**config.mk**
```make
export PLATFORM = sky130hd
export DESIGN_NAME = cmos_spot_locator
export DESIGN_NICKNAME = d
export VERILOG_FILES = /design/src/rtl/cmos_spot_locator.sv
export SDC_FILE = /design/constraint.sdc
export NUM_CORES = 1
export LEC_CHECK = 0
export BUFFER_PORTS_ARGS = -buffer_cell sky130_fd_sc_hd__buf_2
export CORE_MARGIN = 2
export CORE_UTILIZATION = 40
export CTS_BUF_LIST = sky130_fd_sc_hd__clkbuf_8
export DETAILED_ROUTE_END_ITERATION = 16
export GPL_ROUTABILITY_DRIVEN = 0
export PLACE_DENSITY_LB_ADDON = 0.12
export SLEW_MARGIN = 10
export SYNTH_ARGS = -nofsm -noshare
export SYNTH_HDL_FRONTEND = slang
export SYNTH_SLANG_ARGS = --single-unit
```
**constraint.sdc**
```tcl
create_clock -name clk -period 4.4 [get_ports clk]
set_input_delay 0 -clock clk [delete_from_list [all_inputs] [get_ports clk]]
set_output_delay 0 -clock clk [all_outputs]
set_load 0.01 [all_outputs]
```
**src/rtl/cmos_spot_locator.sv**
```systemverilog
// cmos_spot_locator: per-frame bright-spot bounding box and pixel count, latched at frame end for byte-wise MCU reads.
// Build option SPOT_RUN_FILTER_EN: a pixel counts only when it and the previous pixel of its line are both bright.
module cmos_spot_locator #(
    parameter int PIX_W = 8,
    parameter int COL_W = 10,
    parameter int ROW_W = 9,
    parameter int CNT_W = 16
) (
    input  logic             clk,
    input  logic             nRst,
    input  logic             cmos_vsync,
    input  logic             cmos_hsync,
    input  logic             pix_valid,
    input  logic [PIX_W-1:0] pix_cmos,
    input  logic [PIX_W-1:0] thresh,
    output logic             frame_start,
    output logic             column_start,
    output logic             frame_done,
    output logic             spot_found,
    input  logic             mcu_rd_en,
    input  logic [3:0]       mcu_addr,
    output logic [7:0]       mcu_data
);
    typedef enum logic [1:0] {IDLE, FRAME, LATCH} state_t;
    state_t r_state, w_next;
    logic r_vs_d, r_hs_d, r_ovf, r_res_ovf, r_seq;
    logic w_vs_rise, w_vs_fall, w_hs_rise, w_hs_fall, w_start, w_col_start, w_latch;
    logic w_in_frame, w_pix, w_hot, w_bright, w_col_max, w_row_max;
    logic [COL_W-1:0] r_col, r_xmin, r_xmax, r_res_xmin, r_res_xmax, w_col;
    logic [ROW_W-1:0] r_row, r_ymin, r_ymax, r_res_ymin, r_res_ymax;
    logic [CNT_W-1:0] r_cnt, r_res_cnt;
    logic [15:0] w_xmin, w_xmax, w_ymin, w_ymax, w_cnt;
    logic [7:0] w_rd;

    assign w_vs_rise  = cmos_vsync & ~r_vs_d;
    assign w_vs_fall  = ~cmos_vsync & r_vs_d;
    assign w_hs_rise  = cmos_hsync & ~r_hs_d;
    assign w_hs_fall  = ~cmos_hsync & r_hs_d;
    assign w_in_frame = (r_state == FRAME);
    assign w_pix      = w_in_frame & pix_valid & cmos_hsync;
    // a pixel arriving on the hsync rise cycle belongs to column 0
    assign w_col      = w_hs_rise ? '0 : r_col;
    assign w_col_max  = &w_col;
    assign w_row_max  = &r_row;
    assign w_hot      = (pix_cmos >= thresh);

`ifdef SPOT_RUN_FILTER_EN
    logic r_run;
    assign w_bright = w_pix & w_hot & r_run & ~w_hs_rise;
    always_ff @(posedge clk or negedge nRst) begin
        if (!nRst)
            r_run <= 1'b0;
        else if (w_pix)
            r_run <= w_hot;
        else if (w_hs_rise)
            r_run <= 1'b0;
    end
`else
    assign w_bright = w_pix & w_hot;
`endif

    always_comb begin
        w_next      = r_state;
        w_start     = 1'b0;
        w_col_start = 1'b0;
        w_latch     = 1'b0;
        case (r_state)
            IDLE: begin
                w_start = w_vs_rise;
                w_next  = w_vs_rise ? FRAME : IDLE;
            end
            FRAME: begin
                w_col_start = w_hs_rise;
                w_next      = w_vs_fall ? LATCH : FRAME;
            end
            default: begin
                w_latch = 1'b1;
                w_start = w_vs_rise;
                w_next  = w_vs_rise ? FRAME : IDLE;
            end
        endcase
    end

    always_ff @(posedge clk or negedge nRst) begin
        if (!nRst) begin
            r_state      <= IDLE;
            frame_start  <= 1'b0;
            column_start <= 1'b0;
            frame_done   <= 1'b0;
        end else begin
            r_state      <= w_next;
            frame_start  <= w_start;
            column_start <= w_col_start;
            frame_done   <= w_latch;
        end
    end

    always_ff @(posedge clk or negedge nRst) begin
        if (!nRst) begin
            r_vs_d     <= 1'b0;
            r_hs_d     <= 1'b0;
            r_col      <= '0;
            r_row      <= '0;
            r_cnt      <= '0;
            r_xmin     <= '1;
            r_xmax     <= '0;
            r_ymin     <= '1;
            r_ymax     <= '0;
            r_ovf      <= 1'b0;
            r_res_xmin <= '1;
            r_res_xmax <= '0;
            r_res_ymin <= '1;
            r_res_ymax <= '0;
            r_res_cnt  <= '0;
            r_res_ovf  <= 1'b0;
            r_seq      <= 1'b0;
            spot_found <= 1'b0;
            mcu_data   <= 8'h00;
        end else begin
            r_vs_d <= cmos_vsync;
            r_hs_d <= cmos_hsync;
            if (w_start) begin
                r_col  <= '0;
                r_row  <= '0;
                r_cnt  <= '0;
                r_xmin <= '1;
                r_xmax <= '0;
                r_ymin <= '1;
                r_ymax <= '0;
                r_ovf  <= 1'b0;
            end else if (w_in_frame) begin
                if (w_pix)
                    r_col <= w_col_max ? w_col : w_col + 1'b1;
                else if (w_hs_rise | w_hs_fall)
                    r_col <= '0;
                if (w_hs_fall)
                    r_row <= w_row_max ? r_row : r_row + 1'b1;
                r_ovf <= r_ovf | (w_pix & w_col_max) | (w_hs_fall & w_row_max);
                if (w_bright) begin
                    r_xmin <= (w_col < r_xmin) ? w_col : r_xmin;
                    r_xmax <= (w_col > r_xmax) ? w_col : r_xmax;
                    r_ymin <= (r_row < r_ymin) ? r_row : r_ymin;
                    r_ymax <= (r_row > r_ymax) ? r_row : r_ymax;
                    r_cnt  <= (&r_cnt) ? r_cnt : r_cnt + 1'b1;
                end
            end
            if (w_latch) begin
                r_res_xmin <= r_xmin;
                r_res_xmax <= r_xmax;
                r_res_ymin <= r_ymin;
                r_res_ymax <= r_ymax;
                r_res_cnt  <= r_cnt;
                r_res_ovf  <= r_ovf;
                spot_found <= (r_cnt != '0);
                r_seq      <= ~r_seq;
            end
            // sampled before this edge's latch, so a coinciding read sees the old frame
            if (mcu_rd_en)
                mcu_data <= w_rd;
        end
    end

    assign w_xmin = 16'(r_res_xmin);
    assign w_xmax = 16'(r_res_xmax);
    assign w_ymin = 16'(r_res_ymin);
    assign w_ymax = 16'(r_res_ymax);
    assign w_cnt  = 16'(r_res_cnt);

    always_comb begin
        w_rd = 8'h00;
        case (mcu_addr)
            4'd0:    w_rd = {5'b0, r_seq, r_res_ovf, spot_found};
            4'd1:    w_rd = w_xmin[7:0];
            4'd2:    w_rd = w_xmin[15:8];
            4'd3:    w_rd = w_xmax[7:0];
            4'd4:    w_rd = w_xmax[15:8];
            4'd5:    w_rd = w_ymin[7:0];
            4'd6:    w_rd = w_ymin[15:8];
            4'd7:    w_rd = w_ymax[7:0];
            4'd8:    w_rd = w_ymax[15:8];
            4'd9:    w_rd = w_cnt[7:0];
            4'd10:   w_rd = w_cnt[15:8];
            default: w_rd = 8'h00;
        endcase
    end
endmodule

```
==> impl_metrics.toml, run 1 <==
[run_status]
run_status = "finished clean"

[setup_path]
slowest_delay_ns = 0.87
end_kind = "register"
crit_fanout = 16
r2r-start = "r_hs_d"
r2r_cells = 10
crit_start = "r_hs_d"
r2r-end = "r_xmax[6]"
critPathKind = "register to register"
path_cells = "inv_1, ha_1, nor2b_1, ha_1, nor2b_1, a21oi_1, nor2_1, o2111ai_1, a211oi_2, mux2i_1"
cp.required_ns = 4.76
start_kind = "register"
cp.arrival_ns = 3.70
rrSetupSlack_ns = 1.07
crit_path_top_delay_cell = "a211oi_2"

[pwr]
combPwrFrac_pct = 15.7
irDropWorstVdd_mv = 0.1881
power_density_nw_per_um2 = 375.4
p_sw_share_pct = 27.23
p_seq_share_pct = 50.3
p_leak_nw = 4.089
p_switching_mw = 0.9102
intPower_mw = 2.432
p_clk_share_pct = 34.0

[synth]
syn_avg_cell_area_um2 = 10.06
synthArstFlopShare_pct = 100.0
syn-num-nets = 869
synth_ff_type = "dfrtp_1"
ys_seq_area_share_pct = 46.23
yosys.cell_types.count = 62
ys_ff_latch = 146
synthesis.area_um2 = 8006
synthCells = 796
synth-edff-count = 0
synth_warnings = 0

[grt]
grt_pass1_wl_um = 32230
antenna_found_initial = 0
grt_max_degree = 111
grt_overflow_total = 0
grt_util_all_layers_pct = 19.20
grt_pass1_vias = 6129

[sta]
finalCritPeriodShare_pct = 75.74
maxSlewHeadroom_pct = 30.64
fmax_mhz = 300.1
setup_tns_ns = 0
final.min_clock_period_ns = 3.333
worst_pin_slew_ns = 1.038
rsz0062_at_grt = "no"
slew_violations = 0
setup_viol = 0
hold_viol = 0
finClkSkew_ns = 0.01436

[clock_tree]
clkTransAtPathRegs_ns = 0.07
cts_made_buffers = 17
clockBufferDepth = 2
cts_tree = "done"
post_cts_buffers = 0
clk_latency_ns = 0.46
cts_root_buf = "clkbuf_8"
cts_resized = 0
ctsHoldBuffers = 5
clock_sinks = 146
ctsHtreeMaxLevel = 4

[hold_path]
whs_path_depth = 3
whs_endpoint = "mcu_data[7]"
min-delay-start = "mcu_addr[0]"
hold_class = "primary input to register"

[layout]
drive_gt1_share_pct = 21.77
synthToLayoutAreaGrowth_pct = 11.22
fin_cells = 1101
diodes = 0
nNetsFinal = 896

[drt]
ant_nets = 0
drtIter0Drc = 443
routed_wl_um = 19950
dr.pass1.iters = 5
drc = 0
wl_per_cell_um = 18.12
vias = 6103
viasPerCell = 5.543

[floorplanning]
die_w_um = 145.5
ios = 38
fp-row-count = 51
fp.dieH_um = 145.5
dieArea_um2 = 21160
floorplan.initialDensity_pct = 41.00
core-area_um2 = 19530

[placement]
port_buffers = 37
hpwl_um = 14160
dp.cells = 1064

[flow_run]
maxCapViolations = 0
## synthesized netlist by cell type (4+ instances only)
master    count  area (um^2)
buf_2         8        40.04
ha_1         47        588.1
mux2i_1      28        280.3
dfrtp_1     108         2703
or4_1         4        30.03
mux2_2       57        641.9
a211oi_1      5        37.54
nor3_1       13        65.06
o22ai_1       7        43.79
xor2_1        6        52.55
mux4_2        5        112.6
nor4_1       10        62.56
and3_1        9        56.30
inv_1        60        225.2
dfstp_2      38        998.5
nor2_1       63        236.5
nor2b_1      14        87.58
a21oi_1      55        275.3
nand2_1      55        206.5
xnor2_1       9        78.83
buf_1         8        30.03
nand3_1      30        150.1
o21ai_0      41        205.2
nand4_1      12        75.07
clkbuf_1     25        93.84
a21o_1        9        67.56
nand2b_1     10        62.56
## per-layer routing
layer  global-route usage, %  up-vias  wire length, um
met3                   3.824       18              929
met5                       0        -                0
met4                   5.735        0              228
met2                   31.04      147             9332
met1                   26.24     3061             9463
li1                        -     2877                -
## cell families (layout without fill, tap and decap cells)
logic type	after synthesis	in the layout	synth area share (%)
mux	90	90	12.92
fa+ha+maj	47	47	7.345
xor+xnor	15	15	1.641
simple gates	238	238	14.81
buf+inv	102	142	4.954
flops	146	146	46.23
compound gates	158	158	12.10
## state kept, by name (all words and copies together) (netlist names), 8 cells and up
| name | cells |
|---|---|
| r_row | 9 |
| r_res_xmax | 10 |
| r_res_xmin | 10 |
| r_xmin | 10 |
| r_ymin | 9 |
| mcu_data | 8 |
| r_ymax | 9 |
| r_res_ymin | 9 |
| r_res_ymax | 9 |
| r_col | 10 |
| r_res_cnt | 16 |
| r_cnt | 16 |
| r_xmax | 10 |
## stage by stage
step                hold slack [ns]  util (%)  area [um^2]  setup WS, ns  power [mW]
global route                 0.1059     45.60         8905        0.6847       3.525
finish                       0.1006     45.60         8905         1.067       3.343
detailed placement           0.1248     43.14         8424         1.116       2.230
floorplan                   -0.2956         -         8006         1.743       2.021
CTS                         0.07683     45.60         8905         1.095       3.381
global placement             0.1221     43.14         8424         1.286       2.209
## power by group through the flow
stage          registers [mW]  logic, mW  clock network (mW)
6_report                 1.68      0.526                1.14
3_3_place_gp             1.70      0.506                   0
3_5_place_dp             1.71      0.522                   0
4_1_cts                  1.68      0.529                1.17
2_1_floorplan            1.65      0.368                   0
5_1_grt                  1.70      0.597                1.23
## layout make-up
cell class	count	area, um^2
fillers	1887	10620
flip-flops and latches	146	3702
inverters	60	225.2
multi-input cells	548	3914
well taps	265	331.6
clock buffers	23	316.6
repair buffers	50	301.5
clock inverters	9	113.9
## cells in the final DEF, fill, tap and decap left out, types with 5 or more instances in the layout
cell           synthesis  layout
nand2_1               55      55
inv_1                 60      65
nor2_1                63      63
dfrtp_1              108     107
nand3_1               30      30
ha_1                  47      47
mux4_2                 5       5
dlygate4sd3_1          0       5
a21oi_1               55      55
clkbuf_8               0      23
o22ai_1                7       7
nor3_1                13      13
nand2b_1              10      10
mux2_2                57      57
dfstp_2               38      38
o21ai_0               41      41
a21o_1                 9       9
nor4_1                10      10
nor2b_1               14      14
nand4_1               12      12
mux2i_1               28      28
xnor2_1                9       9
buf_2                  8      36
xor2_1                 6       6
buf_4                  1       8
and3_1                 9       9
## worst max-delay path by stage
stage / end / cells past startpoint / slack, ns
global placement: r_xmax[2] / 10 / 1.29
CTS: r_xmax[6] / 10 / 1.10
global route: r_xmax[0] / 10 / 0.68
detailed placement: r_xmax[9] / 10 / 1.12
finish: r_xmax[6] / 10 / 1.07
floorplan: r_xmin[0] / 11 / 1.74
## worst max-delay path, delay by kind of cell (launching register included)
| kind | cells | cell delay (ns) |
|---|---|---|
| multiplexers | 1 | 0.28 |
| AND/OR/NAND/NOR | 3 | 0.58 |
| AO/OA/AOI/OAI | 3 | 1.14 |
| flip-flops | 1 | 0.39 |
| buffers and inverters | 1 | 0.06 |
| adder cells (fa/ha/maj) | 2 | 0.82 |
No activity file was read; power rests on OpenSTA's default activity.
==> run 2, diff against run 1 <==
Settings changed: ABC_AREA set to 1.
Clock period 4.4 ns to 3 ns, I/O delays scaled along.
==> impl_metrics.toml, run 2 <==
[grt]
grt_max_degree = 89
grt_pass1_vias = 6447
use_met3_pct = 3.712
grt-busiest-layer = "met1"
grt_util_all_layers_pct = 20.21
grt_overflow_total = 0
grt_pass1_wl_um = 34600
use_met1_pct = 30.58
antenna_found_initial = 0
gr-usage-met2_pct = 29.98

[synth]
synthesis.area_um2 = 8334
synthArstFlopShare_pct = 100.0
yosys.cell_types.count = 52
synth_ff_type = "dfrtp_1"
synth.area.top_cells = "dfrtp_1 32%, nand2_1 14%, dfstp_2 12%"
syn-num-nets = 1128
synth_most_common_cell = "nand2_1"
synth-edff-count = 0
syn_avg_cell_area_um2 = 7.900
ys_ff_latch = 146
synth_warnings = 0
synthTopCellsByCount = "304 x nand2_1, 149 x inv_1, 108 x dfrtp_1"
synthCells = 1055
synthDominantCellAreaShare_pct = 32.43
ys_seq_area_share_pct = 44.41
synth_top_area_cell = "dfrtp_1"

[setup_path]
end_kind = "register"
start_kind = "register"
cp.arrival_ns = 2.93
cp.required_ns = 3.34
slowest_delay_ns = 0.39
crit_top_cell = "nand2_1"
path_cells = "inv_1, ha_2, nor2_1, ha_1, nand2_1, nor2_1, nand2_1, nor2_2, nand3_1, nand2_1, inv_1, nand2_1, nand2_1, nand2_2, nand2_2, nand2_1, nand2_1"
critPathKind = "register to register"
crit_path_top_delay_cell = "dfrtp_1"
crit_buf_inv = 2
rrSetupSlack_ns = 0.41
crit_fanout = 11
cpLargestDelayFamily = "simple AND/OR/NAND/NOR gates"

[sta]
worst_pin_slew_ns = 0.7599
maxSlewHeadroom_pct = 49.34
finClkSkew_ns = 0.01361
final.min_clock_period_ns = 2.590
fmax_mhz = 386.1
hold_viol = 0
setup_tns_ns = 0
slew_violations = 0
finalCritPeriodShare_pct = 86.34
rsz0062_at_grt = "no"
setup_viol = 0

[floorplanning]
floorplan.initialDensity_pct = 40.93
die_w_um = 148.3
fp-row-count = 52
ios = 38
core-area_um2 = 20360
fp.dieH_um = 148.3
dieArea_um2 = 22010

[clock_tree]
clkTransAtPathRegs_ns = 0.09
cts_made_buffers = 17
cts_tree = "done"
clock_sinks = 146
clk_latency_ns = 0.46
cts_root_buf = "clkbuf_8"
post_cts_buffers = 0
ctsHtreeMaxLevel = 4
clockBufferDepth = 2

[layout]
nNetsFinal = 1163
final_common_cell = "nand2_1"
synthToLayoutAreaGrowth_pct = 10.22
drive_gt1_share_pct = 15.32
reg.largest.list = "r_cnt x16, r_res_cnt x16"
final_cell_mix = "304 x nand2_1, 149 x inv_1, 107 x dfrtp_1, 75 x o21ai_0, 69 x nand3_1"
diodes = 0
final_core_util_pct = 45.11

[placement]
port_buffers = 37
hpwl_um = 15520

[drt]
drtIter0Drc = 520
viasPerCell = 4.935
dr.pass1.iters = 5
vias = 6776
ant_nets = 0
routed_wl_um = 20830
wl_per_cell_um = 15.17
drc = 0

[run_status]
run_status = "finished clean"

[pwr]
power_density_nw_per_um2 = 710.4
p_leak_nw = 4.496
irDropWorstVdd_mv = 0.3062

[hold_path]
hold_class = "primary input to register"

[flow_run]
maxCapViolations = 0
-- run 2: cell types whose count changed after synthesis, sizes merged, moves of 29 or more --
cell   change
o21ai     +45
inv       +97
mux2      -57
nand2    +263
a21oi     -29
nand3     +43
-- run 2: final cells by class --
type	count	area, um^2
inverter	157	596.8
timing repair buffer	52	326.6
multi-input combinational	716	3851
clock buffer	17	234.0
tap	270	337.8
fill	2059	11180
clock inverter	15	137.6
sequential	146	3702
-- run 2: cell families after synthesis --
family | count (synthesis) | synth area share, %
compound gates | 157 | 10.81
xor+xnor | 16 | 1.681
fa+ha+maj | 47 | 7.056
buf+inv | 193 | 9.413
flops | 146 | 44.41
simple gates | 496 | 26.63
-- run 2: per-layer routing --
metal	routed length [um]	part of all wire [%]
met2	9067	44
met1	10680	51
met5	0	0
met3	853	4.1
met4	224	1.1
-- run 2: through the flow --
step                hold WS [ns]  instances  cell area (um^2)  total power [mW]  setup slack, ns
floorplan                -0.2956       1055              8334             4.486           0.8973
global placement         0.07849       1337              8772             5.065           0.2818
CTS                      0.02180       1373              9184             6.599           0.2200
global route             0.05084       1373              9186             7.094          0.09583
detailed placement       0.07445       1337              8772             5.092           0.2495
finish                   0.05378       1373              9186             6.526           0.4097
-- run 2: what timing repair did --
action / in CTS / in global routing
resized for setup: 0 / 1
endpoints found under the setup margin: 0 / 16
hold buffers: 4 / 0
endpoints found under the hold margin: 79 / 0
-- run 2: where the power goes --
part	internal (mW)	switching, mW
clock	0.611	0.872
combinational	0.671	1.26
sequential	2.66	0.443
total	3.95	2.58
-- run 2: final timing paths --
check | from | endpoint | cells past startpoint
min reg2reg | r_ymin[7] | r_ymin[7] | 2
min in group asynchronous | nRst | r_cnt[3] | 2
max in group asynchronous | nRst | r_ymin[1] | 3
max | r_hs_d | r_xmax[1] | 17
min | pix_valid | r_col[4] | 5
max reg2reg | r_hs_d | r_xmax[1] | 17
-- run 2: worst reg2reg max path, cell delays in order (launching register included) --
cell and delay, ns:
dfrtp_1 0.39, inv_1 0.06, ha_2 0.34, nor2_1 0.17
ha_1 0.32, nand2_1 0.07, nor2_1 0.15, nand2_1 0.08
nor2_2 0.12, nand3_1 0.08, nand2_1 0.06, inv_1 0.03
nand2_1 0.04, nand2_1 0.05, nand2_2 0.17, nand2_2 0.19
nand2_1 0.11, nand2_1 0.05
==> run 3, diff against run 2 <==
Settings changed: CELL_PAD_IN_SITES_DETAIL_PLACEMENT set to 1, CELL_PAD_IN_SITES_GLOBAL_PLACEMENT set to 1, SETUP_SLACK_MARGIN set to 0.05.
==> impl_metrics.toml, run 3 (same netlist as run 2, synthesis figures left out) <==
[sta]
slew_violations = 0
finClkSkew_ns = 0.01378
finalCritPeriodShare_pct = 89.39
fin_ws_ns = 0.3184
rsz0062_at_grt = "no"
setup_viol = 0
maxSlewHeadroom_pct = 47.84
worst_pin_slew_ns = 0.7824
setup_tns_ns = 0
final.min_clock_period_ns = 2.682
fmax_mhz = 372.9
hold_viol = 0

[setup_path]
cp.required_ns = 3.35
cpLargestDelayFamily = "simple AND/OR/NAND/NOR gates"
cp_num_cells = 17
r2r-start = "r_hs_d"
crit_top_cell = "nand2_1"
crit_path_top_delay_cell = "dfrtp_1"
path_cells = "inv_1, ha_1, inv_4, nand2_1, inv_1, ha_1, nand2_1, nor2_2, nand2_1, nand2_1, nand2_1, nand2_1, nand2_1, nand2_2, nand2_2, nand2_1, nand2_1"
rrSetupSlack_ns = 0.32
slowest_delay_ns = 0.39
end_kind = "register"
r2r-end = "r_xmax[9]"
critPathKind = "register to register"
r2r_cells = 17
crit_buf_inv = 3
cp.arrival_ns = 3.03
start_kind = "register"
crit_fanout = 11

[drt]
vias = 6907
ant_nets = 0
viasPerCell = 5.042
drc = 0
dr.pass1.iters = 5
wl_per_cell_um = 16.68
drtIter0Drc = 377
routed_wl_um = 22850

[layout]
drive_gt1_share_pct = 14.91
synthToLayoutAreaGrowth_pct = 10.76
fin_cells = 1370
nNetsFinal = 1160
final_common_cell = "nand2_1"
n_fill_cell = 2523
final_cell_mix = "304 x nand2_1, 150 x inv_1, 107 x dfrtp_1, 75 x o21ai_0, 69 x nand3_1"
stdcell_area_um2 = 9231
final_core_util_pct = 45.33
reg.largest.list = "r_cnt x16, r_res_cnt x16"
diodes = 0

[pwr]
irDropWorstVdd_mv = 0.2787
p_leak_nw = 4.515
power_density_nw_per_um2 = 739.7

[grt]
grt_max_degree = 89
grt_pass1_vias = 7366
grt_overflow_total = 0
antenna_found_initial = 0
grt_pass1_wl_um = 38290
grt_util_all_layers_pct = 22.21

[placement]
dp_slack_ns = 0.3796
dp.cells = 1334
hpwl_um = 17270
post_dp_cell_area_um2 = 8750
port_buffers = 37

[clock_tree]
post_cts_buffers = 0
cts_tree = "done"
ctsHtreeMaxLevel = 4
clk_latency_ns = 0.46
clkTransAtPathRegs_ns = 0.08
clock_sinks = 146
cts_root_buf = "clkbuf_8"
cts_made_buffers = 17
clockBufferDepth = 2

[hold_path]
whs_path_depth = 6
hold_class = "primary input to register"
min-delay-start = "mcu_addr[2]"
whs_endpoint = "mcu_data[0]"

[floorplanning]
floorplan.initialDensity_pct = 40.93
fp-row-count = 52
dieArea_um2 = 22010
core-area_um2 = 20360
die_w_um = 148.3
ios = 38
fp.dieH_um = 148.3

[flow_run]
maxCapViolations = 0

[run_status]
run_status = "finished clean"
[run 3: cell count changes in the layout (fill, tap and decap cells not counted), moves of 3 or more]
| cell | before | now |
|---|---|---|
| clkinv_2 | 0 | 3 |
| bufinv_16 | 0 | 4 |
| buf_4 | 10 | 7 |
| inv_6 | 8 | 3 |
[run 3: final cells by class]
class	count	area (um^2)	share of cell area, %
clock buffers	19	261.5	2.833
clock inverters	13	180.2	1.952
inverters	157	596.8	6.465
multi-input cells	716	3849	41.69
flip-flops and latches	146	3702	40.11
well taps	270	337.8	3.660
repair buffers	49	304.0	3.294
[run 3: worst reg2reg max path, stage by stage (launching register included)]
cell	delay, ns
dfrtp_1	0.39
inv_1	0.06
ha_1	0.35
inv_4	0.11
nand2_1	0.14
inv_1	0.14
ha_1	0.32
nand2_1	0.07
nor2_2	0.14
nand2_1	0.09
nand2_1	0.09
nand2_1	0.06
nand2_1	0.07
nand2_1	0.06
nand2_2	0.17
nand2_2	0.17
nand2_1	0.11
nand2_1	0.05
[run 3: routing by layer]
metal / wire (um) / GRT usage (%) / part of all wire [%]
met1: 11290 / 30.83 / 49
met4: 230 / 5.095 / 1.0
met3: 761 / 3.988 / 3.3
met5: 0 / 0 / 0
met2: 10560 / 36.37 / 46
[run 3: power by group]
| group | switching (mW) | internal (mW) | leakage (nW) |
|---|---|---|---|
| combinational | 1.29 | 0.675 | 2.44 |
| clock | 0.801 | 0.950 | 0.224 |
| sequential | 0.448 | 2.66 | 1.86 |
[run 3: how the worst max path moves through the flow]
stage	startpoint	to
6_report	r_hs_d	r_xmax[9]
3_5_place_dp	r_hs_d	r_xmax[9]
2_1_floorplan	r_hs_d	r_xmax[1]
4_1_cts	r_hs_d	r_xmax[9]
5_1_grt	r_hs_d	r_xmax[6]
3_3_place_gp	r_hs_d	r_xmax[4]
[run 3: per-stage QoR]
| stage | power [mW] | hold slack [ns] |
|---|---|---|
| 2_1_floorplan | 4.486 | -0.2956 |
| 3_5_place_dp | 5.122 | 0.01215 |
| 3_3_place_gp | 5.035 | 0.01002 |
| 6_report | 6.828 | 0.03435 |
| 5_1_grt | 7.363 | 0.03653 |
| 4_1_cts | 6.912 | 0.001261 |
[run 3: repair_timing]
action,in CTS,in global routing
hold buffers,4,0
hold endpoints to repair,69,0
resized for setup,0,0
